==> src/rtl/switch_sched_pkg.sv <==
// Shared types and helpers for the round-robin switch scheduler.
package switch_sched_pkg;

   // Scheduler phases: waiting for a request, path granted, dead gap.
   typedef enum logic [1:0] {
      S_IDLE  = 2'd0,
      S_GRANT = 2'd1,
      S_GAP   = 2'd2
   } sched_state_e;

   // Pointer width; a 1-bit pointer is kept even for degenerate sizes.
   function automatic int ptr_width(input int n);
      return (n > 1) ? $clog2(n) : 1;
   endfunction

   // Hold counter width, one bit wider than strictly needed so HOLD-1 always fits.
   function automatic int cnt_width(input int hold);
      return $clog2(hold) + 1;
   endfunction

   // Gap counter width, same sizing rule as the hold counter.
   function automatic int gcnt_width(input int gap);
      return $clog2(gap) + 1;
   endfunction

   // Index of the set bit of a one-hot vector (0 when the vector is zero).
   function automatic int unsigned onehot_to_idx(input logic [63:0] oh);
      int unsigned idx;
      idx = 32'd0;
      for (int i = 0; i < 64; i++) begin
         idx = oh[i] ? i : idx;
      end
      return idx;
   endfunction

endpackage

==> src/rtl/switch_scheduler_rr_pick.sv <==
// Combinational round-robin picker: first set request at or after ptr, wrapping.
module rr_pick
   import switch_sched_pkg::*;
#(
   parameter int N  = 4,
   parameter int PW = ptr_width(N)
) (
   input  logic [N-1:0]  req,
   input  logic [PW-1:0] ptr,
   output logic [N-1:0]  oh,
   output logic [PW-1:0] idx,
   output logic          valid
);

   logic [PW-1:0] cand_s [N];
   logic [N-1:0]  oh_s;
   logic          found_s;

   // Search order: ptr, ptr+1, ... wrapping modulo N.
   always_comb begin
      for (int k = 0; k < N; k++) begin
         cand_s[k] = PW'((int'(ptr) + k) % N);
      end
   end

   // Mark only the first requester met along the search order.
   always_comb begin
      oh_s    = '0;
      found_s = 1'b0;
      for (int k = 0; k < N; k++) begin
         oh_s[cand_s[k]] = !found_s && req[cand_s[k]];
         found_s         = found_s | req[cand_s[k]];
      end
   end

   assign oh    = oh_s;
   assign idx   = PW'(onehot_to_idx(64'(oh_s)));
   assign valid = |req;

endmodule

==> src/rtl/switch_scheduler.sv <==
// Round-robin scheduler sharing one gated path between N requesters, with
// bounded hold under contention, a break-before-make gap and ON/OFF pulses.
module switch_scheduler
   import switch_sched_pkg::*;
#(
   parameter int N    = 4,
   parameter int DW   = 1,
   parameter int HOLD = 8,
   parameter int GAP  = 1
) (
   input  logic            CLK,
   input  logic            RST,
   input  logic [N-1:0]    REQ,
   input  logic [N*DW-1:0] D,
   output logic [DW-1:0]   Q,
   output logic [N-1:0]    GNT,
   output logic [N-1:0]    ON,
   output logic [N-1:0]    OFF,
   output logic            BUSY
);

   localparam int PW = ptr_width(N);
   localparam int CW = cnt_width(HOLD);
   localparam int GW = gcnt_width(GAP);
   localparam logic [CW-1:0] HOLD_LAST = CW'(HOLD - 1);
   localparam logic [GW-1:0] GAP_LAST  = GW'(GAP - 1);

   sched_state_e  state_r, state_s;
   logic [N-1:0]  gnt_r, gnt_s;
   logic [N-1:0]  on_r, on_s;
   logic [N-1:0]  off_r, off_s;
   logic          busy_r, busy_s;
   logic [PW-1:0] ptr_r, ptr_s;
   logic [PW-1:0] hold_idx_r, hold_idx_s;
   logic [CW-1:0] cnt_r, cnt_s;
   logic [GW-1:0] gcnt_r, gcnt_s;

   logic [N-1:0]  pick_oh_s;
   logic [PW-1:0] pick_idx_s;
   logic          pick_valid_s;
   logic          holder_req_s;
   logic          competitor_s;
   logic          release_s;
   logic [DW-1:0] q_s;

   rr_pick #(
      .N  (N),
      .PW (PW)
   ) u_pick (
      .req   (REQ),
      .ptr   (ptr_r),
      .oh    (pick_oh_s),
      .idx   (pick_idx_s),
      .valid (pick_valid_s)
   );

   // Release when the holder lets go, or when it has used its slot and someone waits.
   always_comb begin
      holder_req_s = |(REQ & gnt_r);
      competitor_s = |(REQ & ~gnt_r);
      release_s    = !holder_req_s || ((cnt_r == HOLD_LAST) && competitor_s);
   end

   // Next-state, counters and pulse generation.
   always_comb begin
      state_s    = state_r;
      gnt_s      = gnt_r;
      on_s       = '0;
      off_s      = '0;
      ptr_s      = ptr_r;
      hold_idx_s = hold_idx_r;
      cnt_s      = cnt_r;
      gcnt_s     = gcnt_r;
      case (state_r)
         S_IDLE: begin
            if (pick_valid_s) begin
               state_s    = S_GRANT;
               gnt_s      = pick_oh_s;
               on_s       = pick_oh_s;
               hold_idx_s = pick_idx_s;
               cnt_s      = '0;
            end else begin
               state_s = S_IDLE;
               gnt_s   = '0;
            end
         end
         S_GRANT: begin
            if (release_s) begin
               state_s = S_GAP;
               gnt_s   = '0;
               off_s   = gnt_r;
               ptr_s   = PW'((int'(hold_idx_r) + 1) % N);
               gcnt_s  = '0;
            end else begin
               cnt_s = (cnt_r == HOLD_LAST) ? cnt_r : cnt_r + CW'(1'b1);
            end
         end
         S_GAP: begin
            if (gcnt_r == GAP_LAST) begin
               state_s = S_IDLE;
            end else begin
               gcnt_s = gcnt_r + GW'(1'b1);
            end
         end
         default: begin
            state_s = S_IDLE;
            gnt_s   = '0;
         end
      endcase
      busy_s = (state_s != S_IDLE);
   end

   // State and output registers; reset wins over everything.
   always_ff @(posedge CLK) begin
      if (RST) begin
         state_r    <= S_IDLE;
         gnt_r      <= '0;
         on_r       <= '0;
         off_r      <= '0;
         busy_r     <= 1'b0;
         ptr_r      <= '0;
         hold_idx_r <= '0;
         cnt_r      <= '0;
         gcnt_r     <= '0;
      end else begin
         state_r    <= state_s;
         gnt_r      <= gnt_s;
         on_r       <= on_s;
         off_r      <= off_s;
         busy_r     <= busy_s;
         ptr_r      <= ptr_s;
         hold_idx_r <= hold_idx_s;
         cnt_r      <= cnt_s;
         gcnt_r     <= gcnt_s;
      end
   end

   // Output mux: only the granted slice passes, zero when nobody holds the path.
   always_comb begin
      q_s = '0;
      for (int i = 0; i < N; i++) begin
         q_s = q_s | (D[i*DW +: DW] & {DW{gnt_r[i]}});
      end
   end

   assign Q    = q_s;
   assign GNT  = gnt_r;
   assign ON   = on_r;
   assign OFF  = off_r;
   assign BUSY = busy_r;

endmodule
==> config.mk <==
export PLATFORM = sky130hd
export DESIGN_NAME = switch_scheduler
export DESIGN_NICKNAME = d
export VERILOG_FILES = /design/src/rtl/switch_sched_pkg.sv /design/src/rtl/switch_scheduler_rr_pick.sv /design/src/rtl/switch_scheduler.sv
export SDC_FILE = /design/constraint.sdc
export NUM_CORES = 1
export LEC_CHECK = 0
export BUFFER_PORTS_ARGS = -buffer_cell sky130_fd_sc_hd__buf_4
export CORE_MARGIN = 3
export CORE_UTILIZATION = 54
export CTS_BUF_LIST = sky130_fd_sc_hd__clkbuf_16
export DETAILED_ROUTE_END_ITERATION = 12
export GPL_ROUTABILITY_DRIVEN = 0
export PLACE_DENSITY = 0.87
export SETUP_SLACK_MARGIN = 0.5
export SYNTH_ARGS = -nofsm -noshare
export SYNTH_HDL_FRONTEND = slang
export SYNTH_SLANG_ARGS = --single-unit
==> constraint.sdc <==
create_clock -name CLK -period 3.47 [get_ports CLK]
set_input_delay 0.347 -clock CLK [delete_from_list [all_inputs] [get_ports CLK]]
set_output_delay 0.347 -clock CLK [all_outputs]
set_load 0.02 [all_outputs]
## Yosys cells after proc, flatten, opt, wreduce, memory -nomap -nowiden

Index checks and enable logic that the tools add are counted.

| storage, ports and cells | value |
|---|---|
| register bits after elaboration | 24 |
| output and inout port bits | 14 |
| word-level logic and storage cells | 110 |

| operators by class | value |
|---|---|
| $add $sub $neg | 6 |
| order comparisons | 8 |
| equality and inequality tests | 7 |
| muxes and demuxes | 36 |
| bitwise operators | 17 |
| reductions and logical operators | 27 |

Operators by type and width:

| operator | number |
|---|---|
| 4-bit 2-to-1 mux | 5 |
| 4-bit bitwise AND | 3 |
| 4-bit bitwise mux | 3 |
| 2-bit by 3-bit less-than comparator with 1-bit output (second input constant) | 4 |
| 1-bit 2-to-1 mux | 12 |
| 4-bit case mux with 3 select lines | 1 |
| 4-bit OR reduction | 3 |
| 1-bit binary-select mux with 2-bit select | 4 |
| 1-bit demux with 2-bit select | 4 |
| 2-bit by 1-bit >= comparator with 1-bit output (second input constant) | 4 |
| 1-bit logical AND | 8 |
| 2-bit 2-to-1 mux | 4 |
| 2-bit != test (second input constant) | 4 |
| 4-bit case mux with 2 select lines | 1 |
| 2-bit AND reduction | 4 |
| 2-bit case mux with 3 select lines | 1 |
| 2-bit nonzero test | 3 |
| 1-bit OR | 5 |
| 2-bit by 1-bit adder with 2-bit output (second input constant) | 2 |
| 2-bit adder (second input constant) | 2 |
| 4-bit by 1-bit adder with 4-bit output (second input constant) | 1 |
| 1-bit bitwise AND | 4 |
| 4-bit by 3-bit equality test with 1-bit output (second input constant) | 1 |
| 1-bit zero test | 4 |
| 11 further kinds | 14 |

## Logic depth before layout (Yosys ltp)

| logic depth | value |
|---|---|
| depth in word-level cells | 11 |
| gate-level depth with buffers | 8 |
| gate-level depth less buffers | 7 |

## By module

From an unflattened synthesis, not the netlist that was laid out.

| unflattened totals | value |
|---|---|
| cells, all modules | 140 |
| area total of the unflattened synthesis | 1375.1 µm² |

By module, submodules not included:

| module | times used | cells an instance | area an instance (µm²) |
|---|---|---|---|
| switch_scheduler | 1 | 100 | 993.5 |
| rr_pick | 1 | 40 | 381.6 |

## Worst setup path before layout

OpenSTA, ideal clock, no wires.

| timing path | value |
|---|---|
| path type | register -> register |
| start | reg ptr_r[0] |
| end | reg hold_idx_r[1] |
| library setup time | 88 ps |
| data arrival time | 2614 ps |
| path slack | 768 ps |
| stages on the path, launching flop included | 9 |
| cells stage by stage | dfxtp_1 > buf_6 > inv_1 > ha_1 > mux4_2 > or4b_4 > and2_4 > or2_4 > a311oi_2 |

| between the ends | value |
|---|---|
| cells in the longest elaborated chain, start to end | 10 |
| elaborated cells between the ends (all ways) | 45 |
| classes of those cells | add/sub (3); order compare (8); mux (21); bitwise (3); reduce/logical (10) |

RTL lines:

| what | line | text |
|---|---|---|
| from (decl) | switch_scheduler.sv:33 | `logic [PW-1:0] ptr_r, ptr_s;` |
| from (signal assigned) | switch_scheduler.sv:131 | `ptr_r <= ptr_s;` |
| 2-bit by 1-bit adder with 2-bit output (tied with other cells) | switch_scheduler_rr_pick.sv:22 | `cand_s[k] = PW'((int'(ptr) + k) % N);` |
| 2-bit by 3-bit less-than comparator with 1-bit output (not written as such) (tied with other cells) | switch_scheduler_rr_pick.sv:31 | `oh_s[cand_s[k]] = !found_s && req[cand_s[k]];` |
| 1-bit logical AND (tied with other cells) | switch_scheduler_rr_pick.sv:31 |  |
| 1-bit 2-to-1 mux (not written as such) (tied with other cells) | switch_scheduler_rr_pick.sv:31 |  |
| 1-bit demux with 2-bit select (tied with other cells) | n/a |  |
| 4-bit bitwise mux (tied with other cells) | switch_scheduler_rr_pick.sv:31 |  |
| 4-bit bitwise mux or 1-bit logical AND (tied branches) | switch_scheduler_rr_pick.sv:31 |  |
| 4-bit bitwise mux * | switch_scheduler_rr_pick.sv:31 |  |
| 2-bit 2-to-1 mux | switch_sched_pkg.sv:31 | `idx = oh[i] ? i : idx;` |
| 2-bit 2-to-1 mux * | switch_sched_pkg.sv:31 |  |
| to (signal assigned) | switch_scheduler.sv:132 | `hold_idx_r <= hold_idx_s;` |
| to (decl) | switch_scheduler.sv:34 | `logic [PW-1:0] hold_idx_r, hold_idx_s;` |

Mark *: on every way between the ends. The rest lies on a longest branch, timed or not. The select of a mux whose other input is x is not followed.
A chain may end at the register's enable or synchronous reset.

## Worst setup path after layout

| timing path | value |
|---|---|
| start | reg ptr_r[0] |
| end | reg hold_idx_r[0] |

| between the ends | value |
|---|---|
| cells in the longest elaborated chain, start to end | 11 |
| elaborated cells between the ends (all ways) | 46 |
| classes of those cells | add/sub (3); order compare (8); mux (22); bitwise (3); reduce/logical (10) |

RTL lines:

| what | line |
|---|---|
| 2-bit by 1-bit adder with 2-bit output (tied with other cells) | switch_scheduler_rr_pick.sv:22 |
| 2-bit by 3-bit less-than comparator with 1-bit output (not written as such) (tied with other cells) | switch_scheduler_rr_pick.sv:31 |
| 1-bit logical AND (tied with other cells) | switch_scheduler_rr_pick.sv:31 |
| 1-bit 2-to-1 mux (not written as such) (tied with other cells) | switch_scheduler_rr_pick.sv:31 |
| 1-bit demux with 2-bit select (tied with other cells) | n/a |
| 4-bit bitwise mux (tied with other cells) | switch_scheduler_rr_pick.sv:31 |
| 4-bit bitwise mux or 1-bit logical AND (tied branches) | switch_scheduler_rr_pick.sv:31 |
| 4-bit bitwise mux * | switch_scheduler_rr_pick.sv:31 |
| 1-bit 2-to-1 mux | switch_sched_pkg.sv:31 |
| 2-bit 2-to-1 mux | switch_sched_pkg.sv:31 |
| 2-bit 2-to-1 mux * | switch_sched_pkg.sv:31 |

Marked as above.

==> metrics <==
Die W 54.7 microns; first-pass GRT wire length 4720 microns; fillers between 150 and 200; WL final 2880 microns; Post-Synthesis Cells 132; Initial Utilization 60.8%; Die Area between 2000 and 3000 sq um; max layer used met4; synth top area cells dfxtp_1, ha_1, mux4_1, a21oi_1, nor2b_1; IR drop worst, VDD about 0.00051 V; Hold Buf Count CTS 0; Core Rows 16; EDFF count, synth 0; Met1 Wirelength 1160 microns; most frequent cells in the layout buf_4, dfxtp_1, a21oi_1, nor2_1; syn avg cell area 9.69 sq um; leading area contributor after synthesis dfxtp_1; power share of the clock group 20.3%; P_int 751 uW; P_leak 0.646 nW; chip height 54.7 microns; final-report setup violation count 0; clock sinks 23; vias per cell between 6 and 7; Final Non-Filler Cells 183; metal2 WL 1510 microns; antenna-violating nets left 0; post-synthesis register bit count 23; IO Port Bufs 23; RSZ-0062 raised after global routing false; initial antenna violation count 0; CP endpoint kind flop; Slew @ Worst Pin between 600 and 700 ps; min Tclk post-route 2900 ps; worst reg-to-reg setup slack 570 ps; f_max 345 MHz; Core ar. 2100 sq um; largest net degree at the start of global routing 14; CTS tree done; Inst Count DP around 180; Switching Share 38.7%; vias in the first global route 1021; clk_lat worst skew about 260 ps; Total GRT Usage between 20% and 30%; Worst Hold Class in2reg; # DRC 0; critical-path cell list inv_1 > ha_1 > mux4_2 > or3b_2 > a32oi_1 > o211ai_1 > a311oi_1; asr flop ratio synth 0%; relative max-transition margin 54.5%; worst-path cell with the longest stage delay mux4_2; pwr/cell area approximately 800 nW/um^2; Comb power frac 47.0%; Longest Clk Path Bufs 2; most common cell after layout, fill and taps aside buf_4; First-pass DRT Iterations 4; Post-Syn Nets 150; CTS buffer count 3; Final period util 83.5%; setup TNS 0 ps; Worst path top cell family by delay compound AO/OA/AOI/OAI gates; Flop pwr share 32.7%; CP max FO 8; outcome completed; Synth Warn # 0; Antenna Cells 0; Clock Skew 1.71 ps; Worst setup SP type flop; sequential share of the synthesized area 36.0%; Slew Limit Fails 0; setup bufs post-CTS 0; Maximum Capacitance Violations 0; sw power roughly 470 uW; WP data arrival 3040 ps; WP data required 3610 ps; Synth top area share 36.0%; crit-path max cell delay 580 ps; I/O pin cnt 24; met3 WL 192 microns; DR iter-0 viols 44; Area Overhead vs Synth 21.3%; Primary FF master, synth dfxtp_1; Crit Path Category reg2reg; via count 1102; synthesized area 1280 sq um; Crit path buffers/inverters 1; H-tree Lvls 1; endpoints failing hold 0; fraction of layout cells with a size suffix above 1 23.7%; total gr overflow 0; nets around 180; clock-pin transition on the worst setup and hold timing paths ~60 ps; wire per inst 15.7 microns; Synth cell types 42; DP Wirelength 2100 microns; Root Buffer clkbuf_16
cells in the mapped netlist (2+ instances only):
cell type	instances
dfxtp_1	23
a21oi_1	10
nor2_1	10
ha_1	8
nor2b_1	8
inv_1	7
nand2_1	6
a22oi_1	5
nand2b_1	5
and2_1	4
nand3b_1	4
a311oi_1	3
o31ai_1	3
a21o_1	2
clkbuf_1	2
mux4_1	2
mux4_2	2
o21ai_0	2
o2bb2ai_1	2
or4_1	2
cells by family (layout without fill, tap and decap cells):
| kind of cell | after synthesis | after routing | share of synthesized area, % |
|---|---|---|---|
| and+or+nand+nor | 49 | 49 | 22.8 |
| AOI/OAI and AO/OA | 36 | 36 | 20.7 |
| DFF | 23 | 23 | 36.0 |
| buffers and inverters | 10 | 34 | 3.52 |
| adders and majority gates | 8 | 8 | 7.83 |
| muxes | 5 | 5 | 8.41 |
| xor gates and xnor gates | 1 | 1 | 0.685 |
path summary, 6_finish.rpt:
kind,startpoint,to,cells after the start
worst max-delay path,ptr_r[0],hold_idx_r[0],7
worst min-delay path,RST,ptr_r[0],2
worst max register to register,ptr_r[0],hold_idx_r[0],7
worst min register to register,cnt_r[3],cnt_r[3],2
power by group through the flow:
stage / Sequential, mW / Combinational (mW) / Clock, mW
after floorplan: 0.419 / 0.392 / 0
after global placement: 0.396 / 0.548 / 0
after detailed placement: 0.400 / 0.562 / 0
after CTS: 0.396 / 0.573 / 0.251
after global routing: 0.411 / 0.633 / 0.265
final: 0.400 / 0.577 / 0.249
cell type report:
cell class | instances | area, sq um | area share [%]
flip-flops and latches | 23 | 465 | 30.0
multi-input cells | 99 | 773 | 49.8
well taps | 27 | 33.8 | 2.18
inverters | 7 | 26.3 | 1.69
clock inverters | 1 | 5.00 | 0.323
clock buffers | 3 | 75.1 | 4.84
repair buffers | 23 | 173 | 11.1
what timing repair did:
| action | 4_1_cts | 5_1_grt |
|---|---|---|
| gates cloned | 0 | 0 |
| pin swaps | 0 | 1 |
| resized for setup | 1 | 2 |
| setup endpoints to repair | 1 | 2 |
state kept, by name, indices dropped and copies added (netlist names):
register	count
GNT	4
OFF	4
ON	4
cnt_r	4
hold_idx_r	2
ptr_r	2
state_r	2
BUSY	1
stage by stage:
stage          util, %  setup slack [ps]  cell area [sq um]  power, mW  hold WS [ps]
4_1_cts           73.6               539               1550       1.22           348
3_3_place_gp      69.8               662               1470      0.944           458
3_5_place_dp      69.8               555               1470      0.962           467
6_report          73.8               572               1550       1.23           352
5_1_grt           73.8               508               1550       1.31           356
2_1_floorplan        -               768               1280      0.812           446
layer usage:
layer | up-vias | global-route usage [%]
met5 | - | 0
met4 | 0 | 5.39
met3 | 4 | 5.72
met2 | 40 | 37.6
met1 | 514 | 27.7
li1 | 544 | -
worst reg2reg max path, stage by stage (launching register included):
cell and delay, ps:
dfxtp_4 400, inv_1 110, ha_1 340, mux4_2 580, or3b_2 530, a32oi_1 300
o211ai_1 160, a311oi_1 360
No activity file was read; power rests on OpenSTA's default activity.
